File: config.mk
export PLATFORM = sky130hd
export DESIGN_NAME = fmul_wb_buffer_flat
export DESIGN_NICKNAME = d
export VERILOG_FILES = /design/src/rtl/fpu_pkg.sv /design/src/rtl/fmul_wb_buffer_if.sv /design/src/rtl/fpu_sync_fifo.sv /design/src/rtl/fmul_wb_buffer.sv /design/src/flat_wrapper.sv
export SDC_FILE = /design/constraint.sdc
export NUM_CORES = 1
export LEC_CHECK = 0
export ABC_CLOCK_PERIOD_IN_PS = 3200
export CAP_MARGIN = 20
export CORE_MARGIN = 2
export CORE_UTILIZATION = 45
export CTS_CLUSTER_SIZE = 10
export DETAILED_ROUTE_END_ITERATION = 16
export DONT_BUFFER_PORTS = 1
export RECOVER_POWER = 50
export SETUP_SLACK_MARGIN = 0.2
export SLEW_MARGIN = 20
export SYNTH_ARGS = -nofsm -noshare
export SYNTH_HDL_FRONTEND = slang
export SYNTH_HIERARCHICAL = 1
export SYNTH_SLANG_ARGS = --single-unit
File: constraint.sdc
create_clock -name clk -period 3.2 [get_ports clk]
set_input_delay 0.32 -clock clk [delete_from_list [all_inputs] [get_ports clk]]
set_output_delay 0.32 -clock clk [all_outputs]
set_load 0.02 [all_outputs]
File: src/rtl/fpu_pkg.sv
// -----------------------------------------------------------------------------
// fpu_pkg
// Shared fp32 constants and the multiplier result record. The multiplier
// wrapper and the writeback buffer both import this package.
//   FP32_EXP_W / FP32_MAN_W : exponent and mantissa field widths
//   FP32_*_MSB / *_LSB      : bit positions for slicing an fp32 word
//   fmul_res_t              : {tag, d, overflow, underflow} from the multiplier
// -----------------------------------------------------------------------------
package fpu_pkg;

  localparam int FP32_EXP_W = 8;
  localparam int FP32_MAN_W = 23;
  localparam int FP32_W     = 1 + FP32_EXP_W + FP32_MAN_W;

  localparam int FP32_SIGN_BIT = FP32_W - 1;
  localparam int FP32_EXP_MSB  = FP32_W - 2;
  localparam int FP32_EXP_LSB  = FP32_MAN_W;
  localparam int FP32_MAN_MSB  = FP32_MAN_W - 1;
  localparam int FP32_MAN_LSB  = 0;

  // Default destination-register index width of the FP register file.
  localparam int FMUL_TAG_W = 5;

  typedef struct packed {
    logic [FMUL_TAG_W-1:0] tag;
    logic [FP32_W-1:0]     d;
    logic                  overflow;
    logic                  underflow;
  } fmul_res_t;

endpackage

File: src/rtl/fmul_wb_buffer_if.sv
// -----------------------------------------------------------------------------
// fmul_wb_buffer_if
// Handshake bundle between the fp32 multiplier, the writeback buffer and the
// FP register-file writeback port.
//   in_*  : multiplier result (valid/ready, tag, product, exception flags)
//   out_* : head of the buffer toward writeback (valid/ready, tag, product)
// Modports:
//   master : the surrounding pipeline (drives in_* payload and out_ready)
//   slave  : the buffer (drives in_ready and out_* payload)
// -----------------------------------------------------------------------------
interface fmul_wb_buffer_if
  import fpu_pkg::*;
#(
  parameter int TAG_W = 5
);

  logic              in_valid;
  logic              in_ready;
  logic [TAG_W-1:0]  in_tag;
  logic [FP32_W-1:0] in_d;
  logic              in_overflow;
  logic              in_underflow;

  logic              out_valid;
  logic              out_ready;
  logic [TAG_W-1:0]  out_tag;
  logic [FP32_W-1:0] out_d;

  modport master (
    output in_valid, in_tag, in_d, in_overflow, in_underflow, out_ready,
    input  in_ready, out_valid, out_tag, out_d
  );

  modport slave (
    input  in_valid, in_tag, in_d, in_overflow, in_underflow, out_ready,
    output in_ready, out_valid, out_tag, out_d
  );

endinterface

File: src/rtl/fpu_sync_fifo.sv
// -----------------------------------------------------------------------------
// fpu_sync_fifo
// Generic single-clock register-array FIFO. DEPTH must be a power of two
// (minimum 2) so the pointers wrap naturally.
//   clk, rst : clock, synchronous active-high reset
//   push     : write wr_data (ignored while full, no push-through)
//   pop      : retire the head entry (ignored while empty)
//   rd_data  : head entry
//   full     : count == DEPTH
//   empty    : count == 0
//   count    : current occupancy
// -----------------------------------------------------------------------------
module fpu_sync_fifo #(
  parameter int WIDTH = 37,
  parameter int DEPTH = 4
) (
  input  logic                       clk,
  input  logic                       rst,
  input  logic                       push,
  input  logic [WIDTH-1:0]           wr_data,
  input  logic                       pop,
  output logic [WIDTH-1:0]           rd_data,
  output logic                       full,
  output logic                       empty,
  output logic [$clog2(DEPTH+1)-1:0] count
);

  localparam int PTR_W = $clog2(DEPTH);
  localparam int CNT_W = $clog2(DEPTH + 1);

  logic [WIDTH-1:0] mem [DEPTH];
  logic [PTR_W-1:0] wr_ptr;
  logic [PTR_W-1:0] rd_ptr;
  logic             do_push;
  logic             do_pop;

  assign full    = (count == CNT_W'(DEPTH));
  assign empty   = (count == '0);
  assign do_push = push && !full;
  assign do_pop  = pop && !empty;
  assign rd_data = mem[rd_ptr];

  // NOTE: the storage array has no reset; occupancy is tracked by count, so
  // stale contents are never presented and a reset net on the array is wasted.
  always_ff @(posedge clk) begin
    if (do_push) begin
      mem[wr_ptr] <= wr_data;
    end
  end

  // NOTE: sequential state uses non-blocking assignments so every register
  // samples pre-edge values regardless of statement order.
  always_ff @(posedge clk) begin
    if (rst) begin
      wr_ptr <= '0;
      rd_ptr <= '0;
      count  <= '0;
    end else begin
      if (do_push) wr_ptr <= wr_ptr + PTR_W'(1);
      if (do_pop)  rd_ptr <= rd_ptr + PTR_W'(1);
      unique case ({do_push, do_pop})
        2'b10:   count <= count + CNT_W'(1);
        2'b01:   count <= count - CNT_W'(1);
        default: count <= count;
      endcase
    end
  end

endmodule

File: src/rtl/fmul_wb_buffer.sv
// -----------------------------------------------------------------------------
// fmul_wb_buffer
// Writeback buffer behind the fp32 multiplier. Queues {tag, product} in a
// small FIFO, releases them to the FP register-file writeback port under
// valid/ready, and keeps sticky overflow/underflow flags for the FP status
// register.
//   clk, rst  : clock, synchronous active-high reset
//   bus       : fmul_wb_buffer_if.slave (in_* from multiplier, out_* to WB)
//   flags_clr : clear both sticky flags (a same-cycle flagged push wins)
//   flag_of   : sticky overflow
//   flag_uf   : sticky underflow
//   count     : current occupancy
// Build option:
//   FMUL_WB_BYPASS_EN : an empty buffer with out_ready high forwards the
//                       input combinationally to out_* without storing it.
// -----------------------------------------------------------------------------
module fmul_wb_buffer
  import fpu_pkg::*;
#(
  parameter int DEPTH = 4,
  parameter int TAG_W = 5
) (
  input  logic                       clk,
  input  logic                       rst,
  fmul_wb_buffer_if.slave            bus,
  input  logic                       flags_clr,
  output logic                       flag_of,
  output logic                       flag_uf,
  output logic [$clog2(DEPTH+1)-1:0] count
);

  localparam int ENTRY_W = TAG_W + FP32_W;

  logic               full;
  logic               empty;
  logic               accept;
  logic               fifo_push;
  logic [ENTRY_W-1:0] head;
  logic [TAG_W-1:0]   head_tag;
  logic [FP32_W-1:0]  head_d;

  assign bus.in_ready = !full;
  assign accept       = bus.in_valid && !full;
  assign {head_tag, head_d} = head;

`ifdef FMUL_WB_BYPASS_EN
  // Forward only when nothing is queued, so ordering is preserved.
  logic bypass;
  assign bypass        = empty && bus.in_valid && bus.out_ready;
  assign fifo_push     = accept && !bypass;
  assign bus.out_valid = !empty || bypass;
  assign bus.out_tag   = bypass ? bus.in_tag : head_tag;
  assign bus.out_d     = bypass ? bus.in_d   : head_d;
`else
  assign fifo_push     = accept;
  assign bus.out_valid = !empty;
  assign bus.out_tag   = head_tag;
  assign bus.out_d     = head_d;
`endif

  fpu_sync_fifo #(
    .WIDTH (ENTRY_W),
    .DEPTH (DEPTH)
  ) u_fifo (
    .clk     (clk),
    .rst     (rst),
    .push    (fifo_push),
    .wr_data ({bus.in_tag, bus.in_d}),
    .pop     (bus.out_ready),
    .rd_data (head),
    .full    (full),
    .empty   (empty),
    .count   (count)
  );

  // Sticky flags follow accepted inputs, including bypassed ones. The clear
  // drops the old value only, so an event arriving with it is kept.
  always_ff @(posedge clk) begin
    if (rst) begin
      flag_of <= 1'b0;
      flag_uf <= 1'b0;
    end else begin
      flag_of <= (flag_of && !flags_clr) || (accept && bus.in_overflow);
      flag_uf <= (flag_uf && !flags_clr) || (accept && bus.in_underflow);
    end
  end

endmodule

File: src/flat_wrapper.sv
// flat-port wrapper written by rule: the top's interface ports become plain ports
module fmul_wb_buffer_flat import fpu_pkg::*;
#(
  parameter int DEPTH = 4,
  parameter int TAG_W = 5
)
  (clk, rst, flags_clr, flag_of, flag_uf, count, bus_in_valid, bus_in_tag, bus_in_d, bus_in_overflow, bus_in_underflow, bus_out_ready, bus_in_ready, bus_out_valid, bus_out_tag, bus_out_d);
  fmul_wb_buffer_if #(.TAG_W(TAG_W)) bus_i ();
  input  logic clk;
  input  logic rst;
  input  logic flags_clr;
  output logic flag_of;
  output logic flag_uf;
  output logic [$clog2(DEPTH+1)-1:0] count;
  input wire logic [$bits(bus_i.in_valid)-1:0] bus_in_valid;
  input wire logic [$bits(bus_i.in_tag)-1:0] bus_in_tag;
  input wire logic [$bits(bus_i.in_d)-1:0] bus_in_d;
  input wire logic [$bits(bus_i.in_overflow)-1:0] bus_in_overflow;
  input wire logic [$bits(bus_i.in_underflow)-1:0] bus_in_underflow;
  input wire logic [$bits(bus_i.out_ready)-1:0] bus_out_ready;
  output wire logic [$bits(bus_i.in_ready)-1:0] bus_in_ready;
  output wire logic [$bits(bus_i.out_valid)-1:0] bus_out_valid;
  output wire logic [$bits(bus_i.out_tag)-1:0] bus_out_tag;
  output wire logic [$bits(bus_i.out_d)-1:0] bus_out_d;
  assign bus_i.in_valid = bus_in_valid;
  assign bus_i.in_tag = bus_in_tag;
  assign bus_i.in_d = bus_in_d;
  assign bus_i.in_overflow = bus_in_overflow;
  assign bus_i.in_underflow = bus_in_underflow;
  assign bus_i.out_ready = bus_out_ready;
  assign bus_in_ready = bus_i.in_ready;
  assign bus_out_valid = bus_i.out_valid;
  assign bus_out_tag = bus_i.out_tag;
  assign bus_out_d = bus_i.out_d;
  fmul_wb_buffer #(.DEPTH(DEPTH), .TAG_W(TAG_W)) u_core (.clk(clk), .rst(rst), .bus(bus_i), .flags_clr(flags_clr), .flag_of(flag_of), .flag_uf(flag_uf), .count(count));
endmodule
* Word level (Yosys, flattened, before mapping)
Memory sizes are Yosys's and may differ from the RTL's. A register that Yosys moved wholly into a read port is not among the register bits. Cells that the tools add are included.
Storage, ports and cells: output and inout bits 44, bits in writable memories 148, register bits 9, memories 1, bits of input ports 44
Memory list:
- u_core.u_fifo.mem | depth 4, bits a word 37, rd ports 1, clocked after Yosys merged registers in 1, wr ports 1, RTL line fpu_sync_fifo.sv:31 | logic [WIDTH-1:0] mem [DEPTH];
Operators by class: add/subtract/negate cells 4, reduce and logical (&&, ||, !) cells 14, multiplexer cells 5, equality and inequality tests 3
Operators with widths (number):
- $logic_and 1x1->1 | 7
- $pmux 3 s2 | 1
- $add 2x1->2 const B | 2
- $mux 2 | 2
- $add 3x1->3 const B | 1
- $eq 3x3->1 const B | 1
- $logic_not 1->1 | 3
- $logic_not 3->1 | 1
- $sub 3x1->3 const B | 1
- $eq 2x1->1 const B | 1
- $eq 2x2->1 const B | 1
- $logic_or 1x1->1 | 2
- $mux 1 | 2
- $reduce_bool 2->1 | 1

* Depth between registers and ports, before layout
Gate-level depths: netlist of run 1.
depth in word-level cells 6, gate-level depth with buffers 11, gate-level depth less buffers 11

* Modules after synthesis
The synthesis of run 1 kept the hierarchy.
Modules (own cells, without submodules):
- fpu_sync_fifo | cells an instance 247, area an instance 5870.6 um^2, instances 1, seq. area each 4624.4 um^2
- fmul_wb_buffer | cells an instance 11, area an instance 93.8 um^2, instances 1, seq. area each 40.0 um^2

* Worst setup path after synthesis of run 1
Ideal clock, no wire load.
path kind register to register, start point register u_core.u_fifo.count[0], end point memory u_core.u_fifo.mem[0][0] (enable), path buffers 0, data arrival time 2.084 ns, cell stages (with the launch flop) 6, setup time 0.398 ns, setup slack 0.718 ns, required time 2.802 ns, cell sequence dfxtp_1 nor3b_2 and2b_2 inv_1 nor2_1 and2_1
On the way: longest elaborated chain between the ends 6
Ends and longest elaborated chain:
- start, declared | RTL line fpu_sync_fifo.sv:25 | output logic [$clog2(DEPTH+1)-1:0] count
- start signal, assigned | RTL line fpu_sync_fifo.sv:62 | 2'b10: count <= count + CNT_W'(1);
- start signal, assigned | RTL line fpu_sync_fifo.sv:63 | 2'b01: count <= count - CNT_W'(1);
- start signal, assigned | RTL line fpu_sync_fifo.sv:64 | default: count <= count;
- $eq 3x3->1 | RTL line fpu_sync_fifo.sv:37 | assign full = (count == CNT_W'(DEPTH));
- via u_core.full | RTL line fmul_wb_buffer.sv:34 | logic full;
- $logic_not 1->1 | RTL line fmul_wb_buffer.sv:43 | assign accept = bus.in_valid && !full;
- $logic_and 1x1->1 | RTL line fmul_wb_buffer.sv:43
- via u_core.accept | RTL line fmul_wb_buffer.sv:36 | logic accept;
- $logic_and 1x1->1 | RTL line fpu_sync_fifo.sv:39 | assign do_push = push && !full;
- $mux 1 | RTL line fpu_sync_fifo.sv:46 | if (do_push) begin
- $mux 1 (implied by the code) | RTL line fpu_sync_fifo.sv:47 | mem[wr_ptr] <= wr_data;
- end, declared | RTL line fpu_sync_fifo.sv:31
The timed path passes the listed nets, and every way through them passes these cells.

* Worst setup path after layout of run 1
start point register u_core.u_fifo.count[2], end point register u_core.u_fifo.count[2]
On the way: longest elaborated chain between the ends 6, elaborated cells between the ends (all ways) 13, those cells by class add/sub (2); eq/ne (3); mux (1); reduce/logical (7)
Ends and longest elaborated chain:
- $eq 3x3->1 * | RTL line fpu_sync_fifo.sv:37
- via u_core.full | RTL line fmul_wb_buffer.sv:34
- $logic_not 1->1 * | RTL line fmul_wb_buffer.sv:43
- $logic_and 1x1->1 * | RTL line fmul_wb_buffer.sv:43
- via u_core.accept | RTL line fmul_wb_buffer.sv:36
- $logic_and 1x1->1 * | RTL line fpu_sync_fifo.sv:39
- $eq 2x1->1 / $eq 2x2->1 (equally long branches) | RTL line fpu_sync_fifo.sv:61 | unique case ({do_push, do_pop})
- $pmux 3 s2 / $reduce_bool 2->1 (equally long branches)
Mark *: on every way through the listed nets, which the timed path passes. The rest lies on a longest branch. A chain may end at the register's enable or synchronous reset.

==> results of run 1 <==
kinds of logic (layout without fill, tap and decap cells):
family | count (synthesis) | count (layout)
buffers and inverters | 19 | 90
DFF | 159 | 159
muxes | 38 | 38
xor gates and xnor gates | 3 | 3
and+or+nand+nor | 23 | 23
adders and majority gates | 6 | 6
AOI/OAI and AO/OA | 10 | 10
worst reg2reg max path, cell delays in order, from the launching register on:
cell and delay, ns:
sky130_fd_sc_hd__dfxtp_1 0.51, sky130_fd_sc_hd__nor3b_2 0.39, sky130_fd_sc_hd__and2b_2 0.26, sky130_fd_sc_hd__inv_1 0.07
sky130_fd_sc_hd__nor2_1 0.10, sky130_fd_sc_hd__inv_1 0.09, sky130_fd_sc_hd__ha_1 0.18, sky130_fd_sc_hd__inv_1 0.07
sky130_fd_sc_hd__fa_1 0.39, sky130_fd_sc_hd__xor2_1 0.16, sky130_fd_sc_hd__or3_1 0.30, sky130_fd_sc_hd__a21oi_1 0.14
metrics by stage:
stage	utilization, %	area [sq um]	power [W]
detailed placement	47.5	6210	0.00404
floorplan	-	5960	0.00381
global placement	47.5	6210	0.00402
CTS	54.8	7170	0.00607
global route	54.6	7140	0.00624
finish	54.6	7140	0.00596
flip-flops by register name, summed over array words and instances (netlist names), named ones only:
name	flops
u_core/u_fifo/count	3
u_core/u_fifo/mem	148
u_core/flag_uf	1
u_core/flag_of	1
u_core/u_fifo/wr_ptr	2
u_core/u_fifo/rd_ptr	2
synthesized netlist by cell type, types with 4 or more instances:
library cell / number
sky130_fd_sc_hd__ha_1: 5
sky130_fd_sc_hd__inv_1: 10
sky130_fd_sc_hd__dfxtp_1: 11
sky130_fd_sc_hd__and2_1: 4
sky130_fd_sc_hd__nand2b_1: 4
sky130_fd_sc_hd__a21oi_1: 6
sky130_fd_sc_hd__mux4_2: 30
sky130_fd_sc_hd__edfxtp_1: 148
sky130_fd_sc_hd__mux4_1: 7
sky130_fd_sc_hd__nor2_1: 6
area by class of cell:
cell class                      count  area [sq um]  area share (%)
Clock inverter                     11           139            1.95
Tap cell                          176           220            3.09
Multi-Input combinational cell     80          1170            16.4
Clock buffer                       21           440            6.17
Sequential cell                   159          4670            65.4
Timing Repair Buffer               48           463            6.49
Inverter                           10          37.5           0.526
worst min path at each step:
stage                    start                       to  cells after the start
4_1_cts        bus_in_overflow           u_core/flag_of                      2
3_5_place_dp               rst                 register                      1
3_3_place_gp               rst                 register                      1
5_1_grt                    rst  u_core/u_fifo/wr_ptr[1]                      2
6_report       bus_in_overflow           u_core/flag_of                      2
2_1_floorplan              rst           u_core/flag_of                      1
metal layers:
metal / up-vias / share of wire (%) / wire (um)
met3: 11 / 5.1 / 519
met4: 0 / 1.4 / 140
li1: 1179 / - / -
met5: - / 0 / 0
met1: 1363 / 42 / 4230
met2: 65 / 52 / 5280
report_power, final:
group | total (W) | switching [W] | internal, W | leakage (nW)
combinational | 0.00128 | 0.000789 | 0.000493 | 0.589
sequential | 0.00271 | 0.000135 | 0.00258 | 1.45
clock | 0.00197 | 0.000748 | 0.00122 | 0.281
total | 0.00596 | 0.00167 | 0.00429 | 2.32
==> impl_summary.md, run 1 <==
Die
The die is 119 um wide. The site row count is 42. The effective utilization at floorplan is 45.6%. The total die area is 14200 sq um. The height of the chip is 119 um.

The area of the core is 13100 sq um. The number of ports placed on the die boundary is 88.

Synth
In the synthesized netlist the async set-or-reset flop fraction comes to 0%. Summing the areas of all fa, ha and maj instances in the mapped netlist gives 1.38% of the synthesized area. Yosys attributes the largest share of cell area to sky130_fd_sc_hd__edfxtp_1, sky130_fd_sc_hd__mux4_2, sky130_fd_sc_hd__dfxtp_1.

The area of the mapped netlist is 5960 sq um. The net count of the mapped netlist is 308. The number of flops mapped to enable cells by yosys is 148. The area share of the leading cell type in the synthesized netlist is 74.5%.

Each instance of the synthesized netlist takes up on average 23.1 sq um. The synthesized-area fraction occupied by and/or/nand/nor cells is 2.29%. After technology mapping, the gate count stands at 258. The prevailing post-synth register cell is sky130_fd_sc_hd__edfxtp_1. The flop and latch count out of synthesis is 159.

The count of different cell masters after synthesis is 26. The portion of synthesized area spent on multiplexers is 14.6%. The top cell type by total area after synthesis is sky130_fd_sc_hd__edfxtp_1. The area share of xor/xnor cells in the synthesized design is 0.441%. The compound-cell area share of the yosys netlist is 0.881%.

The portion of the post-synthesis area used by sequential elements is 78.2%. The number of warnings issued by yosys is 6. By area, the combinational part of the netlist is dominated by multiplexers.

Timing
For the final database, setup skew stands at 0.00712 ns. The maximum achievable frequency is 368 MHz. The number of pins with negative max-slew slack in the final report came to 0.

The ratio of final minimum period to clock period is 85.0%. The total of endpoints with negative setup slack in the final report is 0. The number of hold-slack violations in the final timing report is 0.

The final critical-path required period is 2.72 ns. The headroom to the max-slew limit is 24.8%. Setup repair after global routing left no endpoint under its margin.

On the final layout, the worst hold slack is 0.0759 ns. The total negative slack is 0 ns. Once routing completed, OpenROAD measured the worst setup slack at 0.480 ns. The actual transition at the worst max-transition pin is 1.13 ns.

Worst setup path
The path length in cells of the critical path is 11. Data on the critical path arrives at its endpoint at 3.06 ns. Grouping stages by cell kind, the critical path spends the most delay in simple AND/OR/NAND/NOR gates. The nature of the critical path endpoint is a register. The critical path contains buffers and inverters numbering 3 combined. The number of cells on the worst reg-to-reg path is 11. The critical path launch point is u_core/u_fifo/count[2]. The end of the worst register-to-register path is u_core/u_fifo/count[2]. Counting stages on the worst path, the most repeated cell is sky130_fd_sc_hd__inv_1. The destination of the critical timing path is u_core/u_fifo/count[2]. The largest fanout of any net on the critical path is 7.

On the critical path, the stage with the largest delay is an instance of sky130_fd_sc_hd__dfxtp_1. Data on the critical path is required at its endpoint by 3.54 ns. The worst setup path is launched from a register. The largest single stage delay on the critical path is 0.51 ns. The worst register-to-register path has a setup slack of 0.48 ns. The launch instance of the worst register-to-register path is u_core/u_fifo/count[2]. The type of the worst setup path is register to register. Walking the worst path, the cells encountered are nor3b_2 -> and2b_2 -> inv_1 -> nor2_1 -> inv_1 -> ha_1 -> inv_1 -> fa_1 -> xor2_1 -> or3_1 -> a21oi_1.

Clock tree
The TritonCTS buffer count is 17. The cell chosen for the clock root is sky130_fd_sc_hd__clkbuf_16. The clock passes through at most 2 buffers. The number of buffers inserted by post-CTS setup repair is 0. The clock tree from TritonCTS is built. The clock reaches the later pin of the worst-skew pair after 0.42 ns. The CTS sink count is 159. The number of gates resized after CTS is 0.

The H-tree generated during clock tree synthesis spans 4 levels. Clock-pin slew was measured on the worst setup and hold paths at 0.06 ns. The number of hold buffers added after CTS was 38.

Place
The routability congestion estimate is 0.685. Prior to clock tree synthesis, the placed netlist has a worst setup slack of 0.506 ns. The placed instance count is 435.

The HPWL after detailed placement is 6.13 mm. The total of buffers placed on input and output ports is 0.

Power and ir drop
For this design the ratio of total power to cell area is 835 nW/um^2. Across the VDD grid, the largest voltage drop is 0.380 mV. The total leakage power is 2.32 nW.

Global routing
The met3 layer usage reported by global route is 5.84%. The global-route met2 utilization is 25.2%. The number of antenna violations at the first check in global routing is 0. The aggregate global routing overflow is 0. The largest net degree at the start of global routing is 38. The first-pass GRT wire length is 15.8 mm. The met1 track demand over resource in global routing is 18.6%. Global routing used 15.5% of the available tracks across all layers. The number of global-route vias before repair is 2797. The highest-utilization routing layer at the global route stage is met2.

Run status
The run finished with clean final reports.

Layout
The number of antenna cells inserted is 0. The most common cell after layout, fill and taps aside is sky130_fd_sc_hd__edfxtp_1. The finished layout holds 505 standard cells, fillers aside. The growth of design area from synthesis to finish is 19.7%. The layout cell share with drive strength beyond 1 is 22.8%. After the last flow step, the layout net total stands at 366. After filler insertion, the fill cell instance count of the layout stands at 1004. The top cell types in the final layout, fill and taps aside, are sky130_fd_sc_hd__edfxtp_1, sky130_fd_sc_hd__dlygate4sd3_1, sky130_fd_sc_hd__mux4_2.

Route
For this run, design rule violations remaining after detail routing come to 0. The vias per cell is 5.18. The final route contains 2618 vias.

After detailed routing, the average wire length per cell comes to 20.1 um. The number of iterations in the first detailed-routing pass is 4. For this block, the routed nets add up to 10.2 mm of wire. For this block, the initial DRC count from the detailed router was 195. Once detail routing completed, the nets flagged for antenna violations numbered 0.

Job
Across the run, the number of max-cap violations was 0.

Worst hold path
The worst hold path belongs to the class input pin to register.
Power figures use the tool's default switching activity.
==> run 2, diff against run 1 <==
- ABC_CLOCK_PERIOD_IN_PS: 3200 -> 2300
- clock period: 3.2 -> 2.3 ns (I/O delays scaled with it)
==> run 2 against run 1 <==
Against the previous run:
- the run now ends with negative hold slack left
- register-to-register slack worse by 0.35 ns
- first-iteration DRC count is 20% lower
- maximum frequency is 26% higher
- die area stayed put
- setup slack worse by 0.35 ns
- cell count is 2.6% higher
- count of clock-buffer cells in the layout is 7 higher
- non-clock buffer count is 12 higher
- critical endpoint unchanged
- highest routed layer unchanged
==> impl_summary.md, run 2 (synthesis gave the netlist of run 1 again) <==
Worst hold path
The depth of the worst hold-timing path is 1 (-1). The class of the tightest hold or removal check is input pin to register.

Worst setup path
The number of cells on the worst reg-to-reg path was 11 (unchanged). The worst setup path is of the register to register kind. The nature of the critical path endpoint is a register. Among the stages of the critical path, the cell type that occurs most often is sky130_fd_sc_hd__inv_2. The slowest stage cell on the critical path is sky130_fd_sc_hd__dfxtp_4. The critical path goes through nor3b_4 -> and2b_2 -> inv_2 -> nor2_4 -> inv_2 -> ha_4 -> inv_2 -> fa_2 -> xor2_1 -> or3_1 -> a21oi_2. The largest fanout of any net on the critical path is 6 (-1). The arrival time of the worst setup path was 2.52 ns (-0.54 ns).

The required time at the endpoint of the critical path is 2.65 ns (-0.89 ns). The sort of element at the start of the critical path is a register. The biggest cell delay along the critical path is 0.40 ns (-0.11 ns). The register-to-register setup slack is 0.13 ns (-0.35 ns).

Timing
The final critical-path required period was 2.17 ns (-0.553 ns). The total negative slack is 0 ns (unchanged). The headroom to the max-slew limit is 69.5% (+45 points).

The number of hold-slack violations in the final timing report is 3 (+3). The worst clock skew is 0.00828 ns (+0.00116 ns). The total of endpoints with negative setup slack in the final report is 0 (unchanged). The number of pins with negative max-slew slack in the final report is 0 (unchanged).

Setup repair after global routing could not meet its margin everywhere. The final hold slack is -0.140 ns (-0.216 ns). The maximum achievable frequency came to 461 MHz (+26%). The ratio of final minimum period to clock period is 94.2% (+9.2 points).

The actual transition at the worst max-transition pin is 0.457 ns (-0.670 ns).

Layout
The layout filler cell count is 986 (-1.8%). The flip-flop count of the largest register after layout is 148 (unchanged). The layout cell share with drive strength beyond 1 came to 25.5% (+2.7 points). The cell area after layout is 7340 sq um (+2.8%). The net count of the finished layout was 378 (+3.3%). The most common cell after layout, fill and taps aside is sky130_fd_sc_hd__edfxtp_1.

Compared with the post-synthesis result, the final layout area differs by 23.1%. u_core/u_fifo/mem holds more flip-flops than any other register. In the final layout, the registers with the most flip-flops are u_core/u_fifo/mem (148), u_core/u_fifo/count (3). The library cells used most frequently in the layout, excluding fill and tap cells, are sky130_fd_sc_hd__edfxtp_1, sky130_fd_sc_hd__dlygate4sd3_1, sky130_fd_sc_hd__mux4_2.

Route
The number of antenna-violating nets in the routed design is 0 (unchanged). The remaining routing DRC violations is 0 (unchanged). The number of iterations in the first detailed-routing pass is 4 (unchanged).

The post-detailed-route wirelength per cell is 19.7 um (-2.2%). The total number of vias was 2670 (+2.0%). The total wirelength of the detailed-routed design came to 10.2 mm (+0.28%). The vias per cell is 5.15 (-0.57%). The iteration-0 DRC count of the detailed router is 156 (-20%).

Job
The total of max-cap violations is 0 (unchanged).

Place
The routability congestion estimate is 0.702 (+2.4%). The cell area after placement is 6290 sq um (+1.3%). The total of buffers placed on input and output ports was 0 (unchanged). The HPWL after detailed placement is 5.95 mm (-2.9%).

Clock tree
The maximum clock insertion buffer count was 2 (unchanged). The register clock-pin slew on the reported worst setup and hold paths came to 0.06 ns (about the same). The H-tree depth is 4 (unchanged). The clock tree from TritonCTS is built. The clock latency reported for the late side of the worst-skew pair was 0.42 ns (about the same). The cell chosen for the clock root is sky130_fd_sc_hd__clkbuf_16.

The CTS sink count is 159 (unchanged). The TritonCTS buffer count is 17 (unchanged). The hold buffer count at CTS was 45 (+18%).

Global routing
The number of antenna violations at the first check in global routing is 1 (+1). The number of global-route vias before repair is 2922 (+4.5%). The aggregate global routing overflow came to 0 (unchanged). The first-pass GRT wire length is 16.0 mm (+1.4%). The global-route total usage across every layer came to 15.6% (+0.12 points).

The largest net degree at the start of global routing is 34 (-11%).

Die
The number of ports placed on the die boundary is 88 (unchanged). The effective utilization at floorplan is 45.6% (unchanged). The site row count is 42 (unchanged).

The total die area is 14200 sq um (unchanged). The height of the chip is 119 um (unchanged). The horizontal die dimension is 119 um (unchanged). The area of the core is 13100 sq um (unchanged).

Power and ir drop
The total leakage power is 2.39 nW (+2.9%). The areal power density over the cells is 1140 nW/um^2 (+36%). The power consumption is 0.00835 W (+40%). The peak ir drop on the vdd network is 0.576 mV (+52%).

Run status
The run finished, with violations left. The checks that failed: negative hold slack.
[run 2: changes by cell type in the layout (fill, tap and decap cells not counted), sizes merged]
cell         change
diode            +1
clkinv           -3
clkbuf           +6
dlygate4sd3      +7
bufinv           -3
inv              -1
buf              +6
[run 2: through the flow]
step | setup slack (ns) | cells | utilization (%)
global route | -0.0133 | 518 | 56.1
CTS | 0.120 | 516 | 55.9
detailed placement | 0.109 | 438 | 48.1
floorplan | 0.0879 | 258 | -
global placement | 0.135 | 438 | 48.1
finish | 0.133 | 518 | 56.1
[run 2: report_power, final]
group / internal, W / switching [W] / total (W)
sequential: 0.00358 / 0.000135 / 0.00372
clock: 0.00160 / 0.00101 / 0.00261
combinational: 0.000820 / 0.00119 / 0.00201
total: 0.00600 / 0.00234 / 0.00835
[run 2: final timing paths]
check                         start                endpoint
min                             rst  u_core/u_fifo/count[2]
max          u_core/u_fifo/count[2]  u_core/u_fifo/count[2]
min reg2reg  u_core/u_fifo/count[2]  u_core/u_fifo/count[2]
max reg2reg  u_core/u_fifo/count[2]  u_core/u_fifo/count[2]
[run 2: timing repair]
item                                   4_1_cts  5_1_grt
endpoints found under the hold margin      159        3
gates resized for setup                      0        6
pin swaps                                    0        2
setup endpoints to repair                    1       25
buffers inserted                             1        1
[run 2: layout make-up]
type                       count  area, sq um  area share (%)
inverter                      10         37.5           0.511
multi-input combinational     80         1200            16.4
clock buffer                  28          541            7.36
sequential                   159         4680            63.7
timing repair buffer          60          634            8.64
tap                          176          220            3.00
antenna                        1         2.50          0.0341
clock inverter                 4         25.0           0.341
[run 2: worst max-delay path, delay by kind of cell (launching register included)]
kind                       cells  cell delay [ns]
DFF                            1             0.40
and+or+nand+nor                4             0.81
AOI/OAI and AO/OA              1             0.11
buffers and inverters          3             0.18
xor gates and xnor gates       1             0.16
adders and majority gates      2             0.45
[run 2: metal layers]
metal | track usage [%] | part of all wire [%]
met5 | 0 | 0
met3 | 4.89 | 5.8
met2 | 24.9 | 50
met4 | 8.26 | 2.2
met1 | 19.2 | 42
